`src/rtl/morse_seq_buffer.sv`:
```
// morse_seq_buffer
// Circular buffer for encoded Morse symbol sequences. It sits between the
// sequence separator and the translator/display stage.
//   clk, reset        rising-edge clock, synchronous active-high reset
//   wr_stb            appends first_seq then sec_seq; lanes whose top two bits
//                     are 2'b11 ("no sequence") are skipped
//   rd_valid/rd_ready drain port, oldest first; rd_data is all ones when empty
//   enter             captures store_seqs (newest in the low field); snap_valid
//                     pulses for the cycle after the capture
//   count/full/empty  occupancy status
//   overflow          sticky until reset: a valid sequence was lost
// Build option: define MORSE_SEQBUF_WRAP_EN to overwrite the oldest entries
// when full. Without it, lanes that do not fit are dropped.
module morse_seq_buffer #(
  parameter int SEQ_W = 10,
  parameter int DEPTH = 16,
  parameter int CNT_W = $clog2(DEPTH + 1)
) (
  input  logic                   clk,
  input  logic                   reset,
  input  logic                   wr_stb,
  input  logic [SEQ_W-1:0]       first_seq,
  input  logic [SEQ_W-1:0]       sec_seq,
  input  logic                   enter,
  input  logic                   rd_ready,
  output logic                   rd_valid,
  output logic [SEQ_W-1:0]       rd_data,
  output logic [DEPTH*SEQ_W-1:0] store_seqs,
  output logic                   snap_valid,
  output logic [CNT_W-1:0]       count,
  output logic                   full,
  output logic                   empty,
  output logic                   overflow
);

  localparam int PTR_W = (DEPTH > 1) ? $clog2(DEPTH) : 1;
  localparam int unsigned DEPTH_U = DEPTH;
  localparam logic [SEQ_W-1:0] ONES = '1;

  logic [SEQ_W-1:0]       r_mem [DEPTH];
  logic [PTR_W-1:0]       r_wptr;
  logic [PTR_W-1:0]       r_rptr;
  logic [CNT_W-1:0]       r_count;
  logic [DEPTH*SEQ_W-1:0] r_snap;
  logic                   r_snap_valid;
  logic                   r_overflow;

  logic                   w_v0;
  logic                   w_v1;
  logic                   w_pop;
  logic                   w_acc0;
  logic                   w_acc1;
  logic                   w_drop;
  logic [SEQ_W-1:0]       w_d0;
  logic [PTR_W-1:0]       w_wptr_p1;
  logic [PTR_W-1:0]       w_wptr_nxt;
  logic [PTR_W-1:0]       w_rptr_nxt;
  logic [CNT_W-1:0]       w_count_nxt;
  logic [DEPTH*SEQ_W-1:0] w_snap;

  // Modulo-DEPTH pointer advance. The increment never exceeds 2, so one
  // conditional subtraction is enough, and DEPTH need not be a power of two.
  function automatic logic [PTR_W-1:0] ptr_add(input logic [PTR_W-1:0] p,
                                                input int unsigned inc);
    int unsigned t;
    t = 32'(p) + inc;
    if (t >= DEPTH_U) t = t - DEPTH_U;
    return PTR_W'(t);
  endfunction

  always_comb begin
    int unsigned cnt;
    int unsigned free;
    int unsigned want;
    int unsigned ovr;
    w_v0  = wr_stb && (first_seq[SEQ_W-1 -: 2] != 2'b11);
    w_v1  = wr_stb && (sec_seq[SEQ_W-1 -: 2] != 2'b11);
    w_pop = (r_count != '0) && rd_ready;
    cnt   = 32'(r_count);
    // A pop in this cycle frees its slot for this cycle's writes.
    free  = DEPTH_U - cnt + (w_pop ? 32'd1 : 32'd0);
`ifdef MORSE_SEQBUF_WRAP_EN
    w_acc0 = w_v0;
    w_acc1 = w_v1;
`else
    w_acc0 = w_v0 && (free >= 32'd1);
    // Lane 1 never overtakes a dropped lane 0.
    w_acc1 = w_v1 && !(w_v0 && !w_acc0) && (free >= (w_acc0 ? 32'd2 : 32'd1));
`endif
    want = (w_acc0 ? 32'd1 : 32'd0) + (w_acc1 ? 32'd1 : 32'd0);
    // Writes beyond the free space overwrite the oldest entries. This is only
    // possible when wrapping is enabled.
    ovr  = (want > free) ? (want - free) : 32'd0;
    w_drop = (w_v0 && !w_acc0) || (w_v1 && !w_acc1) || (ovr != 32'd0);
    // When lane 0 is skipped, lane 1 takes the first free slot.
    w_d0 = w_acc0 ? first_seq : sec_seq;
    w_wptr_p1   = ptr_add(r_wptr, 32'd1);
    w_wptr_nxt  = ptr_add(r_wptr, want);
    w_rptr_nxt  = ptr_add(r_rptr, (w_pop ? 32'd1 : 32'd0) + ovr);
    w_count_nxt = CNT_W'(cnt + want - (w_pop ? 32'd1 : 32'd0) - ovr);
  end

  // Snapshot view: field k holds the k-th newest entry, counted back from the
  // slot just behind the write pointer.
  always_comb begin
    int unsigned cnt;
    int unsigned idx;
    w_snap = '1;
    cnt    = 32'(r_count);
    for (int unsigned k = 0; k < DEPTH_U; k++) begin
      idx = 32'(r_wptr) + DEPTH_U - 32'd1 - k;
      if (idx >= DEPTH_U) idx = idx - DEPTH_U;
      if (k < cnt) w_snap[k*SEQ_W +: SEQ_W] = r_mem[PTR_W'(idx)];
    end
  end

  always_ff @(posedge clk) begin
    if (reset) begin
      for (int unsigned i = 0; i < DEPTH_U; i++) r_mem[i] <= ONES;
      r_wptr       <= '0;
      r_rptr       <= '0;
      r_count      <= '0;
      r_snap       <= '1;
      r_snap_valid <= 1'b0;
      r_overflow   <= 1'b0;
    end else begin
      // When the buffer is full, the write to the popped slot comes later in
      // this block and therefore takes effect.
      if (w_pop) r_mem[r_rptr] <= ONES;
      if (w_acc0 || w_acc1) r_mem[r_wptr] <= w_d0;
      if (w_acc0 && w_acc1) r_mem[w_wptr_p1] <= sec_seq;
      r_wptr       <= w_wptr_nxt;
      r_rptr       <= w_rptr_nxt;
      r_count      <= w_count_nxt;
      r_snap_valid <= enter;
      if (enter) r_snap <= w_snap;
      if (w_drop) r_overflow <= 1'b1;
    end
  end

  assign rd_valid   = (r_count != '0);
  assign rd_data    = r_mem[r_rptr];
  assign store_seqs = r_snap;
  assign snap_valid = r_snap_valid;
  assign count      = r_count;
  assign full       = (r_count == CNT_W'(DEPTH));
  assign empty      = (r_count == '0);
  assign overflow   = r_overflow;

endmodule

```
`config.mk`:
```
export PLATFORM = sky130hd
export DESIGN_NAME = morse_seq_buffer
export DESIGN_NICKNAME = d
export VERILOG_FILES = /design/src/rtl/morse_seq_buffer.sv
export SDC_FILE = /design/constraint.sdc
export NUM_CORES = 1
export LEC_CHECK = 0
export CAP_MARGIN = 5
export CELL_PAD_IN_SITES_DETAIL_PLACEMENT = 0
export CELL_PAD_IN_SITES_GLOBAL_PLACEMENT = 2
export CORE_MARGIN = 3
export CORE_UTILIZATION = 37
export DETAILED_ROUTE_END_ITERATION = 12
export PLACE_DENSITY = 0.89
export SLEW_MARGIN = 15
export SYNTH_ARGS = -nofsm -noshare
export SYNTH_HDL_FRONTEND = slang
export SYNTH_SLANG_ARGS = --single-unit
```
`constraint.sdc`:
```
create_clock -name clk -period 9 [get_ports clk]
set_input_delay 1.8 -clock clk [delete_from_list [all_inputs] [get_ports clk]]
set_output_delay 1.8 -clock clk [all_outputs]
set_load 0.02 [all_outputs]
```
==> results.sh, run 1 <==
export IMPL_layout_drive_gt1_share_pct=19.58
export IMPL_drc=0
export IMPL_wl_met2_um=37300
export IMPL_fp_dieArea_mm2=0.06548
export IMPL_synth_most_common_cell="mux2i_1"
export IMPL_yosys_top_cells_count="mux2i_1 (320), mux4_2 (210), dfxtp_1 (175)"
export IMPL_area_growth_pct=18.97
export IMPL_tritoncts="done"
export IMPL_gp_congestion=0.9665
export IMPL_syn_avg_cell_area_um2=12.33
export IMPL_nNetsFinal=2089
export IMPL_placed_cells=2798
export IMPL_n_antenna_cell=0
export IMPL_final_setup_tns_ns=0
export IMPL_ys_seq_elements=335
export IMPL_hold_viol=0
export IMPL_grt_max_degree=163
export IMPL_fin_crit_sh_pct=95.11
export IMPL_max_cap_violations=0
export IMPL_path_buf_inv=6
export IMPL_worst_hold_path_type="register to register"
export IMPL_start_util_pct=37.85
export IMPL_postRouteWirelength_um=85280
export IMPL_drtAntennaViolNets=0
export IMPL_dieWidth_um=255.9
export IMPL_htree_num_levels=2
export IMPL_p_leak_nw=8.634
export IMPL_setup_viol=0
export IMPL_core_mm2=0.06103
export IMPL_grt_pass1_wl_um=124100
export IMPL_pwr_share_comb_pct=47.1
export IMPL_final_max_slew_viol_count=0
export IMPL_io_buffers=204
export IMPL_vias=18290
export IMPL_wl_per_cell_um=29.70
export IMPL_synth_top_cell_area_share_pct=20.80
export IMPL_final_min_clock_period_ns=8.560
export IMPL_grt_pass1_vias=17510
export IMPL_hold_buffers=0
export IMPL_crit_family="adder cells"
export IMPL_cts_sinks=335
export IMPL_switching_share_pct=38.73
export IMPL_utilization_pct=45.03
export IMPL_antenna_found_initial=1
export IMPL_fp_row_count=90
export IMPL_first_pass_iters=5
export IMPL_fmax_mhz=116.8
export IMPL_vias_per_cell=6.370
export IMPL_reg2reg_depth=37
export IMPL_cp_num_cells=35
export IMPL_critical_path_class="input pin to register"
export IMPL_cp_max_fo=3
export IMPL_peakVddDrop_mv=0.1550
export IMPL_slowest_stage="or4bb_4"
export IMPL_die_h_um=255.9
export IMPL_synth_main_ff_cell="dfxtp_1"
export IMPL_synth_edff_count=160
export IMPL_synth_cell_type_count=71
export IMPL_cpPeakStageDelay_ns=0.55
export IMPL_cts_buffers_inserted=39
export IMPL_drtIter0Drc=2152
export IMPL_pwr_share_clk_pct=26.4
export IMPL_met3_wirelength_um=10070
export IMPL_place_ws_ns=-0.5055
export IMPL_ys_seq_area_share_pct=35.96
export IMPL_clock_latency_ns=0.58
export IMPL_layout_cells_non_filler=2871
export IMPL_overflow=0
export IMPL_end_kind="register"
export IMPL_cts_root_buf="clkbuf_16"
export IMPL_netlist_area_mm2=0.02310
export IMPL_setup_ws_ns=0.4402
export IMPL_ys_warn_count=0
export IMPL_cts_buffer_depth=3
export IMPL_worstPathArrival_ns=8.99
export IMPL_worst_pin_slew_ns=1.128
export IMPL_status="finished, final reports clean"
export IMPL_hpwlAfterDp_um=64100
export IMPL_netlist_instances=1873
export IMPL_p_total_mw=6.465
export IMPL_grt_usage_pct=25.34
export IMPL_critical_path_startpoint_type="input pin"
export IMPL_synth_area_leaders="edfxtp_1 (21%), mux4_2 (20%), dfxtp_1 (15%)"
export IMPL_min_path_cells=2
export IMPL_p_int_mw=3.961
export IMPL_synth_area_leader_cell="edfxtp_1"
export IMPL_slew_headroom_pct=24.78
export IMPL_path_clk_slew_ns=0.06
export IMPL_met1_length_um=33510
export IMPL_io_pins=205
export IMPL_powerDensity_mw_per_mm2=235.2
export IMPL_skew_ns=0.02563
export IMPL_power_share_sequential_pct=26.5
export IMPL_top_layer="met4"
export IMPL_power_switching_mw=2.504
export IMPL_required_ns=9.43
export IMPL_synth_async_sr_flop_share_pct=0
==> power by group through the flow <==
stage	Combinational, mW	Sequential (mW)	Clock [mW]
after detailed placement	2.98	1.75	0
final	3.05	1.71	1.71
after global placement	2.92	1.74	0
after CTS	2.98	1.71	1.73
after global routing	3.22	1.72	1.78
after floorplan	2.22	1.75	0
==> layer usage <==
layer	track usage, %	vias to the layer above
li1	-	7774
met1	33.84	9255
met2	37.93	1089
met3	7.579	169
met4	11.62	0
met5	0	-
==> final cells by class <==
type	count	area [µm²]
Fill cell	5549	33550
Multi-Input combinational cell	1343	14130
Sequential cell	335	8315
Timing Repair Buffer	267	2546
Tap cell	828	1036
Clock buffer	46	1033
Clock inverter	25	322.8
Inverter	27	101.3
==> tightest hold or removal path, cell delays in order, from the launching register on <==
cell      delay [ns]
dfxtp_1         0.33
o22ai_1         0.07
nand2b_1        0.06
==> final timing paths <==
| kind | startpoint | end | slack, ns |
|---|---|---|---|
| worst max-delay path | rd_ready | count[4] | 0.44 |
| worst min-delay path | store_seqs[142] | store_seqs[142] | 0.49 |
| worst max register to register | count[3] | count[4] | 0.69 |
| worst min register to register | store_seqs[142] | store_seqs[142] | 0.49 |
==> flip-flops by register name (all words and copies together) (netlist names) <==
register / flops
count: 5
snap_valid: 1
r_wptr: 4
store_seqs: 160
overflow: 1
r_mem: 160
r_rptr: 4
==> kinds of logic after synthesis <==
group | Yosys count | share of synthesized area [%]
AOI/OAI and AO/OA | 396 | 13.62
xor gates and xnor gates | 29 | 1.327
adders and majority gates | 51 | 2.989
buffers and inverters | 196 | 3.558
DFF | 335 | 35.96
muxes | 530 | 34.34
other | 1 | 0.01623
and+or+nand+nor | 335 | 8.194
==> per-stage QoR <==
step	hold WS (ns)	instance area, µm²
2_1_floorplan	0.5436	23110
3_3_place_gp	0.4672	26010
3_5_place_dp	0.4755	26010
4_1_cts	0.4917	27370
5_1_grt	0.5075	27490
6_report	0.4905	27490
==> cell usage in the layout (no fill, tap or decap), types with 7 or more instances in the layout <==
master / synthesis / layout
clkdlybuf4s50_1: 0 / 202
xnor2_1: 15 / 11
clkbuf_16: 0 / 40
mux4_2: 210 / 210
xnor2_2: 3 / 7
a2111o_1: 9 / 9
nor3_1: 16 / 16
dfxtp_1: 175 / 171
nand2b_1: 168 / 168
nand2_1: 29 / 29
nor2b_1: 15 / 14
ha_1: 44 / 39
o22ai_1: 160 / 160
nor2_1: 65 / 63
edfxtp_1: 160 / 160
mux2i_1: 320 / 320
inv_1: 23 / 23
a2bb2oi_1: 120 / 120
a21oi_1: 10 / 7
o21ai_1: 6 / 8
a21oi_4: 16 / 16
buf_4: 2 / 62
o22a_1: 42 / 42
==> repair_timing <==
action	CTS	global route
setup buffers	0	1
hold endpoints to repair	0	0
gates resized for setup	0	18
setup endpoints to repair	0	4
(Power assumes the default switching activity.)
==> inputs of run 2 (changes only) <==
--- a/config.mk
+++ b/config.mk
@@ -8,7 +8,7 @@
 export CAP_MARGIN = 5
 export CELL_PAD_IN_SITES_DETAIL_PLACEMENT = 0
 export CELL_PAD_IN_SITES_GLOBAL_PLACEMENT = 2
-export CORE_MARGIN = 3
+export CORE_MARGIN = 2
 export CORE_UTILIZATION = 37
 export DETAILED_ROUTE_END_ITERATION = 12
 export PLACE_DENSITY = 0.89
==> results.sh, run 2 (same netlist as run 1, synthesis figures left out) <==
export IMPL_status="finished, final reports clean"
export IMPL_worst_r2r_endpoint="count[4]"
export IMPL_io_buffers=204
export IMPL_hold_start="store_seqs[54]"
export IMPL_cts_buffers_inserted=38
export IMPL_nNetsFinal=2089
export IMPL_required_ns=9.43
export IMPL_final_cell_mix="mux2i_1 (320), mux4_2 (210), clkdlybuf4s50_1 (202)"
export IMPL_tritoncts="done"
export IMPL_r2r_start="count[0]"
export IMPL_dieWidth_um=253.9
export IMPL_cp_max_fo=3
export IMPL_placed_cells=2807
export IMPL_layout_drive_gt1_share_pct=19.65
export IMPL_worst_hold_path_type="register to register"
export IMPL_n_antenna_cell=0
export IMPL_p_leak_nw=8.613
export IMPL_drtIter0Drc=2287
export IMPL_antenna_found_initial=0
export IMPL_skew_ns=0.01426
export IMPL_first_pass_iters=5
export IMPL_clock_latency_ns=0.57
export IMPL_multi_input_area_mm2=0.01412
export IMPL_grt_max_degree=122
export IMPL_end_kind="register"
export IMPL_gp_congestion=0.9408
export IMPL_powerDensity_mw_per_mm2=232.3
export IMPL_hold_viol=0
export IMPL_layout_commonest_cell="mux2i_1"
export IMPL_grt_pass1_vias=17500
export IMPL_place_ws_ns=-0.4917
export IMPL_min_to="store_seqs[54]"
export IMPL_hpwlAfterDp_um=64190
export IMPL_worstPathArrival_ns=9.10
export IMPL_r2r_slack_ns=0.71
export IMPL_peakVddDrop_mv=0.1512
export IMPL_die_h_um=253.9
export IMPL_vias=18410
export IMPL_slew_headroom_pct=22.17
export IMPL_fin_hold_ws_ns=0.4850
export IMPL_regArea_mm2=0.008315
export IMPL_worst_pin_slew_ns=1.166
export IMPL_wl_per_cell_um=29.71
export IMPL_critical_path_class="input pin to register"
export IMPL_final_max_slew_viol_count=0
export IMPL_path_clk_slew_ns=0.06
export IMPL_cts_sinks=335
export IMPL_fmax_mhz=115.4
export IMPL_critical_path_startpoint_type="input pin"
export IMPL_drc=0
export IMPL_final_min_clock_period_ns=8.668
export IMPL_nFillCells=5662
export IMPL_fin_crit_sh_pct=96.31
export IMPL_vias_per_cell=6.396
export IMPL_layout_cells_non_filler=2878
export IMPL_fp_dieArea_mm2=0.06446
export IMPL_crit_top_cell="ha_1"
export IMPL_io_pins=205
export IMPL_start_util_pct=37.44
export IMPL_htree_num_levels=2
export IMPL_final_setup_tns_ns=0
export IMPL_cpPeakStageDelay_ns=0.54
export IMPL_reg2reg_depth=38
export IMPL_core_mm2=0.06171
export IMPL_setup_viol=0
export IMPL_max_cap_violations=0
export IMPL_cts_buffer_depth=3
export IMPL_postRouteWirelength_um=85510
export IMPL_slowest_stage="or4bb_4"
export IMPL_fp_row_count=91
export IMPL_cts_root_buf="clkbuf_16"
export IMPL_setup_ws_ns=0.3318
export IMPL_area_growth_pct=18.52
export IMPL_drtAntennaViolNets=0
export IMPL_grt_pass1_wl_um=123100
export IMPL_overflow=0
export IMPL_min_path_cells=2
export IMPL_grt_usage_pct=26.18
[run 2: power breakdown]
part           leakage, nW  switching (mW)  internal [mW]
clock network        0.650           0.664          0.945
registers             2.54          0.0856           1.65
logic                 5.43            1.72           1.29
[run 2: worst max path at each step]
stage / to / cells after the start / from
floorplan: count[4] / 37 / rd_ready
global placement: count[4] / 36 / rd_ready
detailed placement: count[4] / 36 / rd_ready
CTS: count[4] / 36 / rd_ready
global route: count[4] / 35 / rd_ready
finish: count[4] / 35 / rd_ready
[run 2: metal layers]
layer  vias up  global-route usage (%)  routed length [µm]
met2      1147                   39.19               37520
met4         0                   14.08                5036
met3       199                   5.664                9398
met5         -                       0                   0
li1       7776                       -                   -
met1      9285                   35.39               33550
[run 2: final cells by class]
type	instances	area share (%)
timing repair buffer	268	9.193
multi-input combinational	1343	51.55
tap	837	3.825
sequential	335	30.37
clock buffer	59	4.492
inverter	27	0.3701
clock inverter	9	0.2011
[run 2: through the flow]
step	area, µm²	util, %	total power, mW
2_1_floorplan	23110	-	3.964
3_3_place_gp	26020	42.16	4.682
3_5_place_dp	26020	42.16	4.733
4_1_cts	27300	44.24	6.328
5_1_grt	27380	44.37	6.613
6_report	27380	44.37	6.360
[run 2: what timing repair did]
action / 4_1_cts / 5_1_grt
buffers inserted: 0 / 3
hold buffers: 0 / 0
endpoints found under the setup margin: 0 / 4
hold endpoints to repair: 0 / 0
gates resized for setup: 0 / 15
[run 2: critical path, delay by kind of cell]
kind / cells / cell delay [ns]
AO/OA/AOI/OAI: 7 / 1.33
XOR/XNOR: 1 / 0.12
adder cells (fa/ha/maj): 10 / 2.81
buffers and inverters: 6 / 0.83
AND/OR/NAND/NOR: 11 / 2.20
==> inputs of run 3 (changes only) <==
--- a/config.mk
+++ b/config.mk
@@ -12,7 +12,7 @@
 export CORE_UTILIZATION = 37
 export DETAILED_ROUTE_END_ITERATION = 12
 export PLACE_DENSITY = 0.89
-export SLEW_MARGIN = 15
+export SLEW_MARGIN = 0
 export SYNTH_ARGS = -nofsm -noshare
 export SYNTH_HDL_FRONTEND = slang
 export SYNTH_SLANG_ARGS = --single-unit
==> results of run 3 <==
Same layout as run 2: the final DEF is identical, and so are final timing and power.
